==> src/rtl/dataram_write_arbiter_pkg.sv <==
// dataram_write_arbiter_pkg
// Shared definitions for the data RAM write-port arbiter:
//   DEF_ADDR_WIDTH / DEF_DATA_WIDTH : default RAM address / word widths
//   guard_state_t                   : starvation guard FSM encoding
//   host_entry_t                    : queued host write record {address, data}
package dataram_write_arbiter_pkg;

  localparam int unsigned DEF_ADDR_WIDTH = 8;
  localparam int unsigned DEF_DATA_WIDTH = 16;

  typedef enum logic [1:0] {
    GUARD_IDLE  = 2'd0,
    GUARD_COUNT = 2'd1,
    GUARD_STALL = 2'd2
  } guard_state_t;

  typedef struct packed {
    logic [DEF_ADDR_WIDTH-1:0] address;
    logic [DEF_DATA_WIDTH-1:0] data;
  } host_entry_t;

endpackage

==> src/rtl/dataram_write_arbiter_if.sv <==
// dataram_write_arbiter_if
// Bundles the core writeback, host write request and RAM write-port signals
// of dataram_write_arbiter.
//   slave  : the arbiter (consumes core/host requests, drives RAM + status)
//   master : the environment (core, host, RAM side)
// Signals:
//   iCoreWriteEnable/iCoreWriteAddress/iCoreDataIn : core writeback
//   iHostValid/iHostAddress/iHostData, oHostReady  : host write handshake
//   oHostWriteDone, oPending                       : host progress status
//   oWriteEnable/oWriteAddress/oDataIn             : RAM write port
//   oCoreStall, oCollision                         : starvation guard status
interface dataram_write_arbiter_if #(
  parameter int unsigned ADDR_WIDTH = 8,
  parameter int unsigned DATA_WIDTH = 16,
  parameter int unsigned FIFO_DEPTH = 4
);

  logic                          iCoreWriteEnable;
  logic [ADDR_WIDTH-1:0]         iCoreWriteAddress;
  logic [DATA_WIDTH-1:0]         iCoreDataIn;
  logic                          iHostValid;
  logic [ADDR_WIDTH-1:0]         iHostAddress;
  logic [DATA_WIDTH-1:0]         iHostData;
  logic                          oHostReady;
  logic                          oHostWriteDone;
  logic [$clog2(FIFO_DEPTH):0]   oPending;
  logic                          oWriteEnable;
  logic [ADDR_WIDTH-1:0]         oWriteAddress;
  logic [DATA_WIDTH-1:0]         oDataIn;
  logic                          oCoreStall;
  logic                          oCollision;

  modport slave (
    input  iCoreWriteEnable, iCoreWriteAddress, iCoreDataIn,
    input  iHostValid, iHostAddress, iHostData,
    output oHostReady, oHostWriteDone, oPending,
    output oWriteEnable, oWriteAddress, oDataIn,
    output oCoreStall, oCollision
  );

  modport master (
    output iCoreWriteEnable, iCoreWriteAddress, iCoreDataIn,
    output iHostValid, iHostAddress, iHostData,
    input  oHostReady, oHostWriteDone, oPending,
    input  oWriteEnable, oWriteAddress, oDataIn,
    input  oCoreStall, oCollision
  );

endinterface

==> src/rtl/dataram_write_arbiter_host_write_fifo.sv <==
// host_write_fifo
// Synchronous FIFO queuing host writes for the data RAM write port.
// Full/empty are derived from the occupancy count; pointers wrap naturally.
// Ports:
//   Clock, Reset     : clock, asynchronous active-high reset
//   push, push_entry : enqueue an entry (ignored when full)
//   pop              : dequeue the head (ignored when empty)
//   head             : current head entry
//   count            : occupancy, 0..DEPTH
//   full, empty      : occupancy flags
module host_write_fifo
  import dataram_write_arbiter_pkg::*;
#(
  parameter int unsigned DEPTH   = 4,
  parameter type         entry_t = host_entry_t
) (
  input  logic                     Clock,
  input  logic                     Reset,
  input  logic                     push,
  input  entry_t                   push_entry,
  input  logic                     pop,
  output entry_t                   head,
  output logic [$clog2(DEPTH):0]   count,
  output logic                     full,
  output logic                     empty
);

  localparam int unsigned      PTR_W      = $clog2(DEPTH);
  localparam logic [PTR_W:0]   FULL_COUNT = (PTR_W + 1)'(DEPTH);

  entry_t             mem [DEPTH];
  logic [PTR_W-1:0]   wr_ptr;
  logic [PTR_W-1:0]   rd_ptr;
  logic               push_ok;
  logic               pop_ok;

  assign full    = (count == FULL_COUNT);
  assign empty   = (count == '0);
  assign push_ok = push && !full;
  assign pop_ok  = pop && !empty;
  assign head    = mem[rd_ptr];

  always_ff @(posedge Clock or posedge Reset) begin
    if (Reset) begin
      wr_ptr <= '0;
      rd_ptr <= '0;
      count  <= '0;
    end else begin
      if (push_ok) wr_ptr <= wr_ptr + 1'b1;
      if (pop_ok)  rd_ptr <= rd_ptr + 1'b1;
      case ({push_ok, pop_ok})
        2'b10:   count <= count + 1'b1;
        2'b01:   count <= count - 1'b1;
        default: count <= count;
      endcase
    end
  end

  // Storage carries no reset: contents are only visible through count.
  always_ff @(posedge Clock) begin
    if (push_ok) mem[wr_ptr] <= push_entry;
  end

endmodule

==> src/rtl/dataram_write_arbiter.sv <==
// dataram_write_arbiter
// Shares the single data RAM write port between the core writeback stage and
// a host port. Core writes pass through combinationally and always win; host
// writes are queued and drained into cycles where the core is not writing.
// Optional build macro HOST_STARVE_GUARD_EN adds a starvation guard that
// requests a one-cycle core bubble after STARVE_LIMIT blocked cycles.
// Ports:
//   Clock : system clock, rising edge
//   Reset : asynchronous, active-high
//   bus   : dataram_write_arbiter_if.slave (core, host and RAM port signals)
module dataram_write_arbiter
  import dataram_write_arbiter_pkg::*;
#(
  parameter int unsigned ADDR_WIDTH   = DEF_ADDR_WIDTH,
  parameter int unsigned DATA_WIDTH   = DEF_DATA_WIDTH,
  parameter int unsigned FIFO_DEPTH   = 4,
  parameter int unsigned STARVE_LIMIT = 8
) (
  input logic                    Clock,
  input logic                    Reset,
  dataram_write_arbiter_if.slave bus
);

  localparam int unsigned      CNT_W      = $clog2(FIFO_DEPTH) + 1;
  localparam logic [CNT_W-1:0] FULL_COUNT = CNT_W'(FIFO_DEPTH);

  if (FIFO_DEPTH < 2 || (FIFO_DEPTH & (FIFO_DEPTH - 1)) != 0) begin : g_bad_depth
    $error("FIFO_DEPTH must be a power of 2 and at least 2");
  end
  if (STARVE_LIMIT < 1) begin : g_bad_limit
    $error("STARVE_LIMIT must be at least 1");
  end

  typedef struct packed {
    logic [ADDR_WIDTH-1:0] address;
    logic [DATA_WIDTH-1:0] data;
  } entry_t;

  entry_t             push_entry;
  entry_t             head;
  logic [CNT_W-1:0]   pending;
  logic [CNT_W-1:0]   pending_next;
  logic               full;
  logic               empty;
  logic               push;
  logic               pop;
  logic               ready_q;
  logic               done_q;

  assign push       = bus.iHostValid && ready_q && !full;
  assign pop        = !bus.iCoreWriteEnable && !empty;
  assign push_entry = '{address: bus.iHostAddress, data: bus.iHostData};

  host_write_fifo #(
    .DEPTH   (FIFO_DEPTH),
    .entry_t (entry_t)
  ) u_fifo (
    .Clock      (Clock),
    .Reset      (Reset),
    .push       (push),
    .push_entry (push_entry),
    .pop        (pop),
    .head       (head),
    .count      (pending),
    .full       (full),
    .empty      (empty)
  );

  // Write-port select: core first, then FIFO head, else idle with zeros.
  always_comb begin
    bus.oWriteEnable  = 1'b0;
    bus.oWriteAddress = '0;
    bus.oDataIn       = '0;
    if (bus.iCoreWriteEnable) begin
      bus.oWriteEnable  = 1'b1;
      bus.oWriteAddress = bus.iCoreWriteAddress;
      bus.oDataIn       = bus.iCoreDataIn;
    end else if (!empty) begin
      bus.oWriteEnable  = 1'b1;
      bus.oWriteAddress = head.address;
      bus.oDataIn       = head.data;
    end
  end

  // Ready is registered from the post-edge occupancy so it is low exactly
  // while the queue holds FIFO_DEPTH entries (and during reset).
  always_comb begin
    pending_next = pending;
    if (push && !pop)      pending_next = pending + 1'b1;
    else if (pop && !push) pending_next = pending - 1'b1;
  end

  always_ff @(posedge Clock or posedge Reset) begin
    if (Reset) begin
      ready_q <= 1'b0;
      done_q  <= 1'b0;
    end else begin
      ready_q <= (pending_next != FULL_COUNT);
      done_q  <= pop;
    end
  end

  assign bus.oHostReady     = ready_q;
  assign bus.oHostWriteDone = done_q;
  assign bus.oPending       = pending;

`ifdef HOST_STARVE_GUARD_EN
  localparam int unsigned         STARVE_W    = $clog2(STARVE_LIMIT + 1);
  localparam logic [STARVE_W-1:0] STARVE_LAST = STARVE_W'(STARVE_LIMIT);

  guard_state_t          state;
  guard_state_t          state_next;
  logic [STARVE_W-1:0]   blocked_cnt;
  logic [STARVE_W-1:0]   blocked_cnt_next;
  logic                  blocked;
  logic                  stall;
  logic                  collision_q;

  // The head is blocked whenever something is queued and the core owns the port.
  assign blocked = bus.iCoreWriteEnable && !empty;

  always_ff @(posedge Clock or posedge Reset) begin
    if (Reset) begin
      state       <= GUARD_IDLE;
      blocked_cnt <= '0;
      collision_q <= 1'b0;
    end else begin
      state       <= state_next;
      blocked_cnt <= blocked_cnt_next;
      if (stall && bus.iCoreWriteEnable) collision_q <= 1'b1;
    end
  end

  always_comb begin
    state_next       = state;
    blocked_cnt_next = blocked_cnt;
    stall            = 1'b0;
    unique case (state)
      GUARD_IDLE: begin
        if (blocked) begin
          blocked_cnt_next = STARVE_W'(1);
          state_next       = (blocked_cnt_next == STARVE_LAST) ? GUARD_STALL : GUARD_COUNT;
        end
      end
      GUARD_COUNT: begin
        if (blocked) begin
          blocked_cnt_next = blocked_cnt + 1'b1;
          if (blocked_cnt_next == STARVE_LAST) state_next = GUARD_STALL;
        end else begin
          blocked_cnt_next = '0;
          state_next       = GUARD_IDLE;
        end
      end
      GUARD_STALL: begin
        stall            = 1'b1;
        blocked_cnt_next = '0;
        state_next       = GUARD_IDLE;
      end
      default: begin
        blocked_cnt_next = '0;
        state_next       = GUARD_IDLE;
      end
    endcase
  end

  assign bus.oCoreStall = stall;
  assign bus.oCollision = collision_q;
`else
  assign bus.oCoreStall = 1'b0;
  assign bus.oCollision = 1'b0;
`endif

endmodule

==> src/flat_wrapper.sv <==
// flat-port wrapper written by rule: the top's interface ports become plain ports
module dataram_write_arbiter_flat import dataram_write_arbiter_pkg::*;
#(
  parameter int unsigned ADDR_WIDTH   = DEF_ADDR_WIDTH,
  parameter int unsigned DATA_WIDTH   = DEF_DATA_WIDTH,
  parameter int unsigned FIFO_DEPTH   = 4,
  parameter int unsigned STARVE_LIMIT = 8
)
  (Clock, Reset, bus_iCoreWriteEnable, bus_iCoreWriteAddress, bus_iCoreDataIn, bus_iHostValid, bus_iHostAddress, bus_iHostData, bus_oHostReady, bus_oHostWriteDone, bus_oPending, bus_oWriteEnable, bus_oWriteAddress, bus_oDataIn, bus_oCoreStall, bus_oCollision);
  dataram_write_arbiter_if #(.ADDR_WIDTH(ADDR_WIDTH), .DATA_WIDTH(DATA_WIDTH), .FIFO_DEPTH(FIFO_DEPTH)) bus_i ();
  input logic Clock;
  input logic Reset;
  input wire logic [$bits(bus_i.iCoreWriteEnable)-1:0] bus_iCoreWriteEnable;
  input wire logic [$bits(bus_i.iCoreWriteAddress)-1:0] bus_iCoreWriteAddress;
  input wire logic [$bits(bus_i.iCoreDataIn)-1:0] bus_iCoreDataIn;
  input wire logic [$bits(bus_i.iHostValid)-1:0] bus_iHostValid;
  input wire logic [$bits(bus_i.iHostAddress)-1:0] bus_iHostAddress;
  input wire logic [$bits(bus_i.iHostData)-1:0] bus_iHostData;
  output wire logic [$bits(bus_i.oHostReady)-1:0] bus_oHostReady;
  output wire logic [$bits(bus_i.oHostWriteDone)-1:0] bus_oHostWriteDone;
  output wire logic [$bits(bus_i.oPending)-1:0] bus_oPending;
  output wire logic [$bits(bus_i.oWriteEnable)-1:0] bus_oWriteEnable;
  output wire logic [$bits(bus_i.oWriteAddress)-1:0] bus_oWriteAddress;
  output wire logic [$bits(bus_i.oDataIn)-1:0] bus_oDataIn;
  output wire logic [$bits(bus_i.oCoreStall)-1:0] bus_oCoreStall;
  output wire logic [$bits(bus_i.oCollision)-1:0] bus_oCollision;
  assign bus_i.iCoreWriteEnable = bus_iCoreWriteEnable;
  assign bus_i.iCoreWriteAddress = bus_iCoreWriteAddress;
  assign bus_i.iCoreDataIn = bus_iCoreDataIn;
  assign bus_i.iHostValid = bus_iHostValid;
  assign bus_i.iHostAddress = bus_iHostAddress;
  assign bus_i.iHostData = bus_iHostData;
  assign bus_oHostReady = bus_i.oHostReady;
  assign bus_oHostWriteDone = bus_i.oHostWriteDone;
  assign bus_oPending = bus_i.oPending;
  assign bus_oWriteEnable = bus_i.oWriteEnable;
  assign bus_oWriteAddress = bus_i.oWriteAddress;
  assign bus_oDataIn = bus_i.oDataIn;
  assign bus_oCoreStall = bus_i.oCoreStall;
  assign bus_oCollision = bus_i.oCollision;
  dataram_write_arbiter #(.ADDR_WIDTH(ADDR_WIDTH), .DATA_WIDTH(DATA_WIDTH), .FIFO_DEPTH(FIFO_DEPTH), .STARVE_LIMIT(STARVE_LIMIT)) u_core (.Clock(Clock), .Reset(Reset), .bus(bus_i));
endmodule
==> config.mk <==
export PLATFORM = sky130hd
export DESIGN_NAME = dataram_write_arbiter_flat
export DESIGN_NICKNAME = d
export VERILOG_FILES = /design/src/rtl/dataram_write_arbiter_pkg.sv /design/src/rtl/dataram_write_arbiter_if.sv /design/src/rtl/dataram_write_arbiter_host_write_fifo.sv /design/src/rtl/dataram_write_arbiter.sv /design/src/flat_wrapper.sv
export SDC_FILE = /design/constraint.sdc
export NUM_CORES = 1
export LEC_CHECK = 0
export ABC_AREA = 1
export BUFFER_PORTS_ARGS = -buffer_cell sky130_fd_sc_hd__buf_2
export CAP_MARGIN = 20
export CORE_UTILIZATION = 45
export CTS_BUF_LIST = sky130_fd_sc_hd__clkbuf_4 sky130_fd_sc_hd__clkbuf_8
export DETAILED_ROUTE_END_ITERATION = 7
export PLACE_DENSITY = 0.7
export SLEW_MARGIN = 25
export SYNTH_ARGS = -nofsm -noshare
export SYNTH_HDL_FRONTEND = slang
export SYNTH_HIERARCHICAL = 1
export SYNTH_SLANG_ARGS = --single-unit
==> constraint.sdc <==
create_clock -name Clock -period 3.3 [get_ports Clock]
set_input_delay 0.66 -clock Clock [delete_from_list [all_inputs] [get_ports Clock]]
set_output_delay 0.66 -clock Clock [all_outputs]
set_load 0.05 [all_outputs]
-- After elaboration in Yosys (flattened, before gate mapping)
Memories as Yosys holds them, arrays and structs flattened.
Index checks and enable logic that the tools add are counted.
- memory bits (writable): 96
- latch bits: 0
- bits in registers: 9
- input port bits: 52
- memories: 1
- ROM bits: 0
- memories (memory ; depth ; width ; rd ports ; clocked after memory_dff ; wr ports ; RTL line ; source):
    u_core.u_fifo.mem ; 4 ; 24 ; 1 ; 0 ; 1 ; dataram_write_arbiter_host_write_fifo.sv:31 ; entry_t mem [DEPTH];
- equality and inequality tests: 4
- $add $sub $neg: 4
- shifts and indexed selects: 0
- multiply operators: 0
- $lt $le $gt $ge: 0
- div/mod/pow operators: 0
- reduce and logical (&&, ||, !) cells: 14
- multiplexer cells: 11
- bitwise operators: 0
- operators by type and width (kind ; count):
    16-bit 2-to-1 mux ; 2
    8-bit 2-to-1 mux ; 2
    1-bit logical AND ; 7
    3-bit 2-to-1 mux ; 2
    3-bit one-hot mux with 2 select lines ; 1
    1-bit logical NOT ; 5
    2-bit by 1-bit adder with 2-bit output, second input constant ; 2
    1-bit 2-to-1 mux ; 4
    3-bit by 1-bit adder with 3-bit output, second input constant ; 1
    3-bit == test, second input constant ; 1
    3-bit logical NOT ; 1
    3-bit inequality test, second input constant ; 1
    3-bit by 1-bit subtractor with 3-bit output, second input constant ; 1
    2-bit by 1-bit == test with 1-bit output, second input constant ; 1
    2-bit == test, second input constant ; 1
    2-bit nonzero test ; 1

-- Logic depth before layout (Yosys ltp)
Gate-level depths: netlist of the first run.
- depth after elaboration: 8
- depth in mapped cells: 16

-- Cells and area by module
The synthesis of the first run kept the hierarchy.
- by module, submodules not included (module ; area an instance (um^2) ; cells an instance ; sequential area each (um^2) ; instances):
    host_write_fifo ; 4377.9 ; 342 ; 3057.9 ; 1
    dataram_write_arbiter ; 514.2 ; 70 ; 50.0 ; 1

-- Worst setup path after synthesis of the first run
No wires, ideal clock.
- kind: reg2reg
- start point: register u_core.u_fifo.count[0]
- end point: memory u_core/u_fifo/mem[0][0] (netlist bit) (enable)
- stages on the path, launching flop included: 7
- setup slack: 0.476 ns
- buffers on the path: 0
- data required time: 2.895 ns
- data arrival time: 2.419 ns
- cell sequence: dfrtp_1 > inv_2 > nand3_1 > inv_1 > nor2_1 > nand2_1 > nor2_1
- cells in the longest elaborated chain, start to end: 6
- RTL lines (element ; RTL line ; source):
    start: declaration ; dataram_write_arbiter_host_write_fifo.sv:23 ; output logic [$clog2(DEPTH):0] count,
    start signal: assignment ; dataram_write_arbiter_host_write_fifo.sv:52 ; 2'b10: count <= count + 1'b1;
    start signal: assignment ; dataram_write_arbiter_host_write_fifo.sv:53 ; 2'b01: count <= count - 1'b1;
    start signal: assignment ; dataram_write_arbiter_host_write_fifo.sv:54 ; default: count <= count;
    3-bit == test ; dataram_write_arbiter_host_write_fifo.sv:37 ; assign full = (count == FULL_COUNT);
    via u_core.full ; dataram_write_arbiter.sv:43 ; logic full;
    1-bit logical NOT ; dataram_write_arbiter.sv:50 ; assign push = bus.iHostValid && ready_q && !full;
    1-bit logical AND ; dataram_write_arbiter.sv:50 ;
    via u_core.push ; dataram_write_arbiter.sv:45 ; logic push;
    1-bit logical AND ; dataram_write_arbiter_host_write_fifo.sv:39 ; assign push_ok = push && !full;
    1-bit 2-to-1 mux ; dataram_write_arbiter_host_write_fifo.sv:61 ; if (push_ok) mem[wr_ptr] <= push_entry;
    1-bit 2-to-1 mux (not written as such) ; dataram_write_arbiter_host_write_fifo.sv:61 ;
    end: declaration ; dataram_write_arbiter_host_write_fifo.sv:31 ;
The timed path passes the listed nets, and every way through them passes these cells.

-- Worst setup path after layout of the first run
- start point: register u_core.u_fifo.count[2]
- end point: output port bus_oDataIn[14]
- cells in the longest elaborated chain, start to end: 3
- RTL lines (element ; RTL line ; source):
    3-bit logical NOT ; dataram_write_arbiter_host_write_fifo.sv:38 ; assign empty = (count == '0);
    via u_core.empty ; dataram_write_arbiter.sv:44 ; logic empty;
    16-bit 2-to-1 mux ; dataram_write_arbiter.sv:78 ; end else if (!empty) begin
    16-bit 2-to-1 mux ; dataram_write_arbiter.sv:74 ; if (bus.iCoreWriteEnable) begin
    end: declaration ; flat_wrapper.sv:24 ; output wire logic [$bits(bus_i.oDataIn)-1:0] bus_oDataIn;
The timed path passes the listed nets, and every way through them passes these cells.

==> flow_summary.ini, run 1 <==
[run_status]
status = complete, no violations

[clock_tree]
cts_root_buffer = clkbuf_8
clk_latency_ps = 370
cts_tree = done
post-cts-setup-buffers = 0
cts.path.max_buffers = 2
htree_levels = 3
cts.sinks = 105
path_clk_slew_ps = 90
numCtsBuffers = 9
cts_resized = 0
cts_hold_repair.buffers = 0

[power]
combPwrFrac_pct = 46.8
p_int_w = 0.00270
switching_share_pct = 44.2
clkPwrFrac_pct = 14.9
p_per_area_nw_per_um2 = 867
netSwitchingPower_w = 0.00214
p_seq_share_pct = 38.3
ir_drop_v = 0.000504
leakagePower_nw = 2.48

[sta]
rsz0062_at_grt = false
fin_crit_ps = 2860
slew_headroom_pct = 60.4
fin_crit_sh_pct = 86.7
fin_setup_tns_ps = 0
fmax_mhz = 350
finalHoldViolCount = 0
clock_skew_ps = 12.5
tightest_slew_ps = 595
slew_viol_final = 0
setup_viol_count_final = 0

[placement]
gp_congestion = 0.759
dp_hpwl_microns = 6150
dp.cells = 621
io_buffers = 81
placed_area_sq_um = 5410

[cells_and_area]
area_growth_pct = 14.4
fin_area_sq_um = 5600
fin_nets = 556
final_cells = 637
diodes = 0
fin_util_pct = 53.7
drive_above_1_share_pct = 29.5

[floorplanning]
fp.dieH_microns = 106
dieArea_sq_um = 11300
io-pin-count = 84
core.rowCount = 37
die_w_microns = 106
start_util_pct = 47.0
core-area_sq_um = 10400

[grt]
grt_pass1_wl_microns = 14800
grt_pass1_vias = 3027
antenna_found_initial = 0
overflow = 0
grt_max_degree = 57
grt_usage_pct = 17.6

[routing]
drt-pass1-iter-count = 4
vias = 3131
drc = 0
wl_per_cell_microns = 14.4
drtAntennaViolNets = 0
vias_per_cell = 4.92
drtIter0Drc = 157
totalWireLength_microns = 9190

[logic_synthesis]
syn-cell-area_sq_um = 4890
ys_seq_area_share_pct = 63.5
yosys_register_bits = 105
yosysWarningCount = 6
synthCells = 412
avgSynthCellArea_sq_um = 11.9
ys_types = 25

[job]
max_cap_violations = 0

[setup_path]
rr_worst_depth = 14
arrival_ps = 2200
cp.required_ps = 2640
setup.worst_path.end_class = primary output
cp_max_fo = 13
crit_path_start_kind = register
worst-setup-path-type = reg -> out

[hold_path]
hold_class = in -> async
-- state kept, by name (all words and copies together), names as in the netlist --
signal                     flops
u_core/u_fifo/wr_ptr           2
u_core/u_fifo/rd_ptr           2
u_core/u_fifo/count            3
u_core/bus.oHostWriteDone      1
u_core/u_fifo/mem             96
u_core/bus.oHostReady          1
-- power groups by stage --
stage          clock network [W]  logic [W]  registers (W)
6_report                0.000722    0.00227        0.00186
3_5_place_dp                   0    0.00228        0.00189
3_3_place_gp                   0    0.00223        0.00188
5_1_grt                 0.000803    0.00248        0.00189
2_1_floorplan                  0    0.00175        0.00196
4_1_cts                 0.000746    0.00229        0.00186
-- kinds of logic (layout without fill, tap and decap cells) --
group,Yosys count,count (layout),synth area share (%)
simple gates,125,125,10.4
flops,105,105,63.5
buf+inv,98,186,9.36
compound gates,73,73,14.1
fa+ha+maj,8,8,2.20
xor+xnor,2,2,0.358
other cells,1,2,0.0767
-- area by class of cell --
cell class	instances	area (sq um)
Timing Repair Buffer	95	510
Fill cell	926	4820
Tap cell	136	170
Clock buffer	10	131
Clock inverter	6	50.0
Multi-Input combinational cell	210	1340
Sequential cell	105	3110
Inverter	75	285
-- layout by cell type, fill, tap and decap left out, drive strengths merged, types with 9 or more instances in the layout --
cell type,netlist,final
a22o,24,24
buf,22,95
clkbuf,1,10
dfrtp,9,9
edfxtp,96,96
inv,75,76
nand2,102,102
nand3,10,10
nor2,11,11
o211ai,48,48
-- worst max-delay path, stage by stage (launching register included) --
cell,delay (ps)
dfrtp_1,500
inv_2,70
nand3_1,170
inv_1,110
nor2_4,280
buf_4,280
a22o_1,160
buf_2,260
-- synth_stat cells --
cell	count	area [sq um]
nand2_1	101	379
o211ai_2	23	288
nand3_2	1	10.0
nor2_1	8	30.0
nand3_1	9	45.0
nand2_2	1	6.26
buf_2	10	50.1
fa_1	1	20.0
o211ai_1	25	188
clkbuf_1	1	3.75
nand4_1	2	12.5
o21ai_0	1	5.00
buf_4	4	30.0
nor2_2	2	12.5
inv_1	70	263
inv_4	1	6.26
conb_1	1	3.75
a22o_1	24	210
edfxtp_1	96	2880
ha_1	7	87.6
buf_6	8	90.1
xnor2_1	2	17.5
dfrtp_1	9	225
inv_2	4	15.0
nor2_4	1	11.3
-- metal layers --
metal | global-route usage (%) | share of wire, % | up-vias
met5 | 0 | 0 | -
met4 | 5.56 | 1.5 | 0
met3 | 4.72 | 5.5 | 11
met2 | 30.3 | 50 | 82
met1 | 21.6 | 43 | 1461
li1 | - | - | 1577
-- through the flow --
step | setup slack [ps] | total power, W | hold WS [ps]
after floorplan | 476 | 0.00371 | 401
after global placement | 852 | 0.00411 | 521
after detailed placement | 729 | 0.00417 | 528
after CTS | 430 | 0.00490 | 133
after global routing | 265 | 0.00517 | 136
final | 439 | 0.00485 | 143
-- worst paths after layout --
check / startpoint / endpoint / slack (ps)
worst max register to register: u_core/u_fifo/count[2] / u_core/u_fifo/count[2] / 700
worst max-delay path: u_core/u_fifo/count[2] / bus_oDataIn[14] / 440
min in group Clock: bus_iHostData[14] / u_core/u_fifo/mem[2][14] / 500
max in group asynchronous: Reset / u_core/u_fifo/count[0] / 2830
worst min register to register: u_core/u_fifo/wr_ptr[1] / u_core/u_fifo/wr_ptr[1] / 550
worst min-delay path: Reset / u_core/bus.oHostWriteDone / 140
Note: power is estimated with default switching activity, not from simulation.
==> run 2, diff against run 1 <==
--- a/config.mk
+++ b/config.mk
@@ -11,7 +11,7 @@
 export CORE_UTILIZATION = 45
 export CTS_BUF_LIST = sky130_fd_sc_hd__clkbuf_4 sky130_fd_sc_hd__clkbuf_8
 export DETAILED_ROUTE_END_ITERATION = 7
-export PLACE_DENSITY = 0.7
+export PLACE_DENSITY = 0.64
 export SLEW_MARGIN = 25
 export SYNTH_ARGS = -nofsm -noshare
 export SYNTH_HDL_FRONTEND = slang
==> run 2 against run 1 <==
Against the previous run:
- cell count shrank 0.16%
- clock skew decreased by 6.5 ps
- first-iteration DRC count down 6.4%
- sequential share of layout area hardly changed
- sequential power barely moved
- worst hold slack gained 9.7 ps
- global-route usage shrank 0.11 points
- power down 0.73%
- routed wire length decreased by 0.12%
- fmax down 6.5%
- largest power group unchanged
- highest routed layer unchanged
==> flow_summary.ini, run 2 (same netlist as run 1, synthesis figures left out) <==
[clock_tree]
cts_hold_repair.buffers = 0
cts.sinks = 105
htree_levels = 3
path_clk_slew_ps = 90
post-cts-setup-buffers = 0
cts_root_buffer = clkbuf_8
cts_tree = done
cts_resized = 0
clk_latency_ps = 350
cts.path.max_buffers = 2
numCtsBuffers = 9

[cells_and_area]
diodes = 0
largest_reg_flops = 96
drive_above_1_share_pct = 29.0
layout_common_cells = nand2_1, edfxtp_1, buf_2
area_growth_pct = 14.4
layout_top_registers = u_core/u_fifo/mem x96, u_core/u_fifo/count x3
top_register = u_core/u_fifo/mem
fin_util_pct = 53.7
final_common_cell = nand2_1
fin_nets = 556

[setup_path]
rr_endpoint = u_core/u_fifo/count[2]
rr_worst_depth = 13
worstSetupStartpoint = u_core/u_fifo/count[2]
reg2reg_from = u_core/u_fifo/count[2]
arrival_ps = 2400
critPathCapture = bus_oDataIn[12]
setup.worst_path.end_class = primary output
cp.required_ps = 2640
reg2reg_slack_ps = 710
crit_path_start_kind = register
worst-setup-path-type = reg -> out
cp_max_fo = 19

[floorplanning]
dieArea_sq_um = 11300
io-pin-count = 84
core.rowCount = 37
start_util_pct = 47.0
fp.dieH_microns = 106
die_w_microns = 106
core-area_sq_um = 10400

[routing]
drt-pass1-iter-count = 4
drtIter0Drc = 147
vias = 3099
totalWireLength_microns = 9180
drc = 0
drtAntennaViolNets = 0
vias_per_cell = 4.87
wl_per_cell_microns = 14.4

[sta]
fin_crit_sh_pct = 92.7
slew_headroom_pct = 62.4
fin_setup_tns_ps = 0
whs_ps = 153
tightest_slew_ps = 563
rsz0062_at_grt = false
clock_skew_ps = 5.96
fin_ws_ps = 239
fmax_mhz = 327
setup_viol_count_final = 0
fin_crit_ps = 3060
slew_viol_final = 0
finalHoldViolCount = 0

[grt]
grt_pass1_wl_microns = 15000
grt_pass1_vias = 3092
grt_usage_pct = 17.5
overflow = 0
grt_max_degree = 41
antenna_found_initial = 0

[power]
leakagePower_nw = 2.48
p_per_area_nw_per_um2 = 860
ir_drop_v = 0.000393

[hold_path]
hold_class = in -> async

[job]
max_cap_violations = 0

[placement]
dp_hpwl_microns = 6040
io_buffers = 81
dp_slack_ps = 622
gp_congestion = 0.754

[run_status]
status = complete, no violations
[run 2: cell types whose count changed in the layout (fill, tap and decap cells not counted), sizes merged]
cell,previous run,this run
clkinv,4,5
inv,76,75
clkbuf,10,9
[run 2: per-layer routing]
layer | wire [microns] | GRT usage [%] | up-vias | part of all wire [%]
li1 | - | - | 1572 | -
met1 | 4200 | 22.2 | 1449 | 46
met2 | 4580 | 30.8 | 71 | 50
met3 | 303 | 2.15 | 7 | 3.3
met4 | 95 | 6.55 | 0 | 1.0
met5 | 0 | 0 | - | 0
[run 2: final cells by class]
type | instances | area, sq um
well taps | 136 | 170
clock buffers | 9 | 124
flip-flops and latches | 105 | 3110
clock inverters | 6 | 33.8
fillers | 919 | 4820
multi-input cells | 210 | 1340
repair buffers | 95 | 536
inverters | 75 | 285
[run 2: how the worst min path moves through the flow]
| stage | to | start | cells after the start | slack, ps |
|---|---|---|---|---|
| after floorplan | u_core/bus.oHostReady | Reset | 1 | 400 |
| after global placement | u_core/u_fifo/rd_ptr[0] | u_core/u_fifo/rd_ptr[0] | 2 | 510 |
| after detailed placement | u_core/bus.oHostReady | Reset | 2 | 530 |
| after CTS | u_core/bus.oHostWriteDone | Reset | 2 | 130 |
| after global routing | u_core/bus.oHostReady | Reset | 2 | 140 |
| final | u_core/bus.oHostReady | Reset | 2 | 150 |
[run 2: worst max-delay path, stage by stage (launching register included)]
cell,delay [ps]
dfrtp_1,520
inv_2,60
nand3_1,190
inv_1,140
nor2_4,480
buf_4,270
a22o_1,130
buf_2,260
[run 2: report_power, final]
group	internal, W	total (W)	switching (W)
registers	0.00175	0.00187	0.000124
logic	0.000690	0.00227	0.00158
clock network	0.000265	0.000673	0.000407
[run 2: stage by stage]
| step | power, W | cell area, sq um | std cells |
|---|---|---|---|
| 3_3_place_gp | 0.00415 | 5440 | 621 |
| 5_1_grt | 0.00515 | 5600 | 636 |
| 6_report | 0.00481 | 5600 | 636 |
| 2_1_floorplan | 0.00371 | 4900 | 413 |
| 4_1_cts | 0.00487 | 5600 | 636 |
| 3_5_place_dp | 0.00419 | 5440 | 621 |
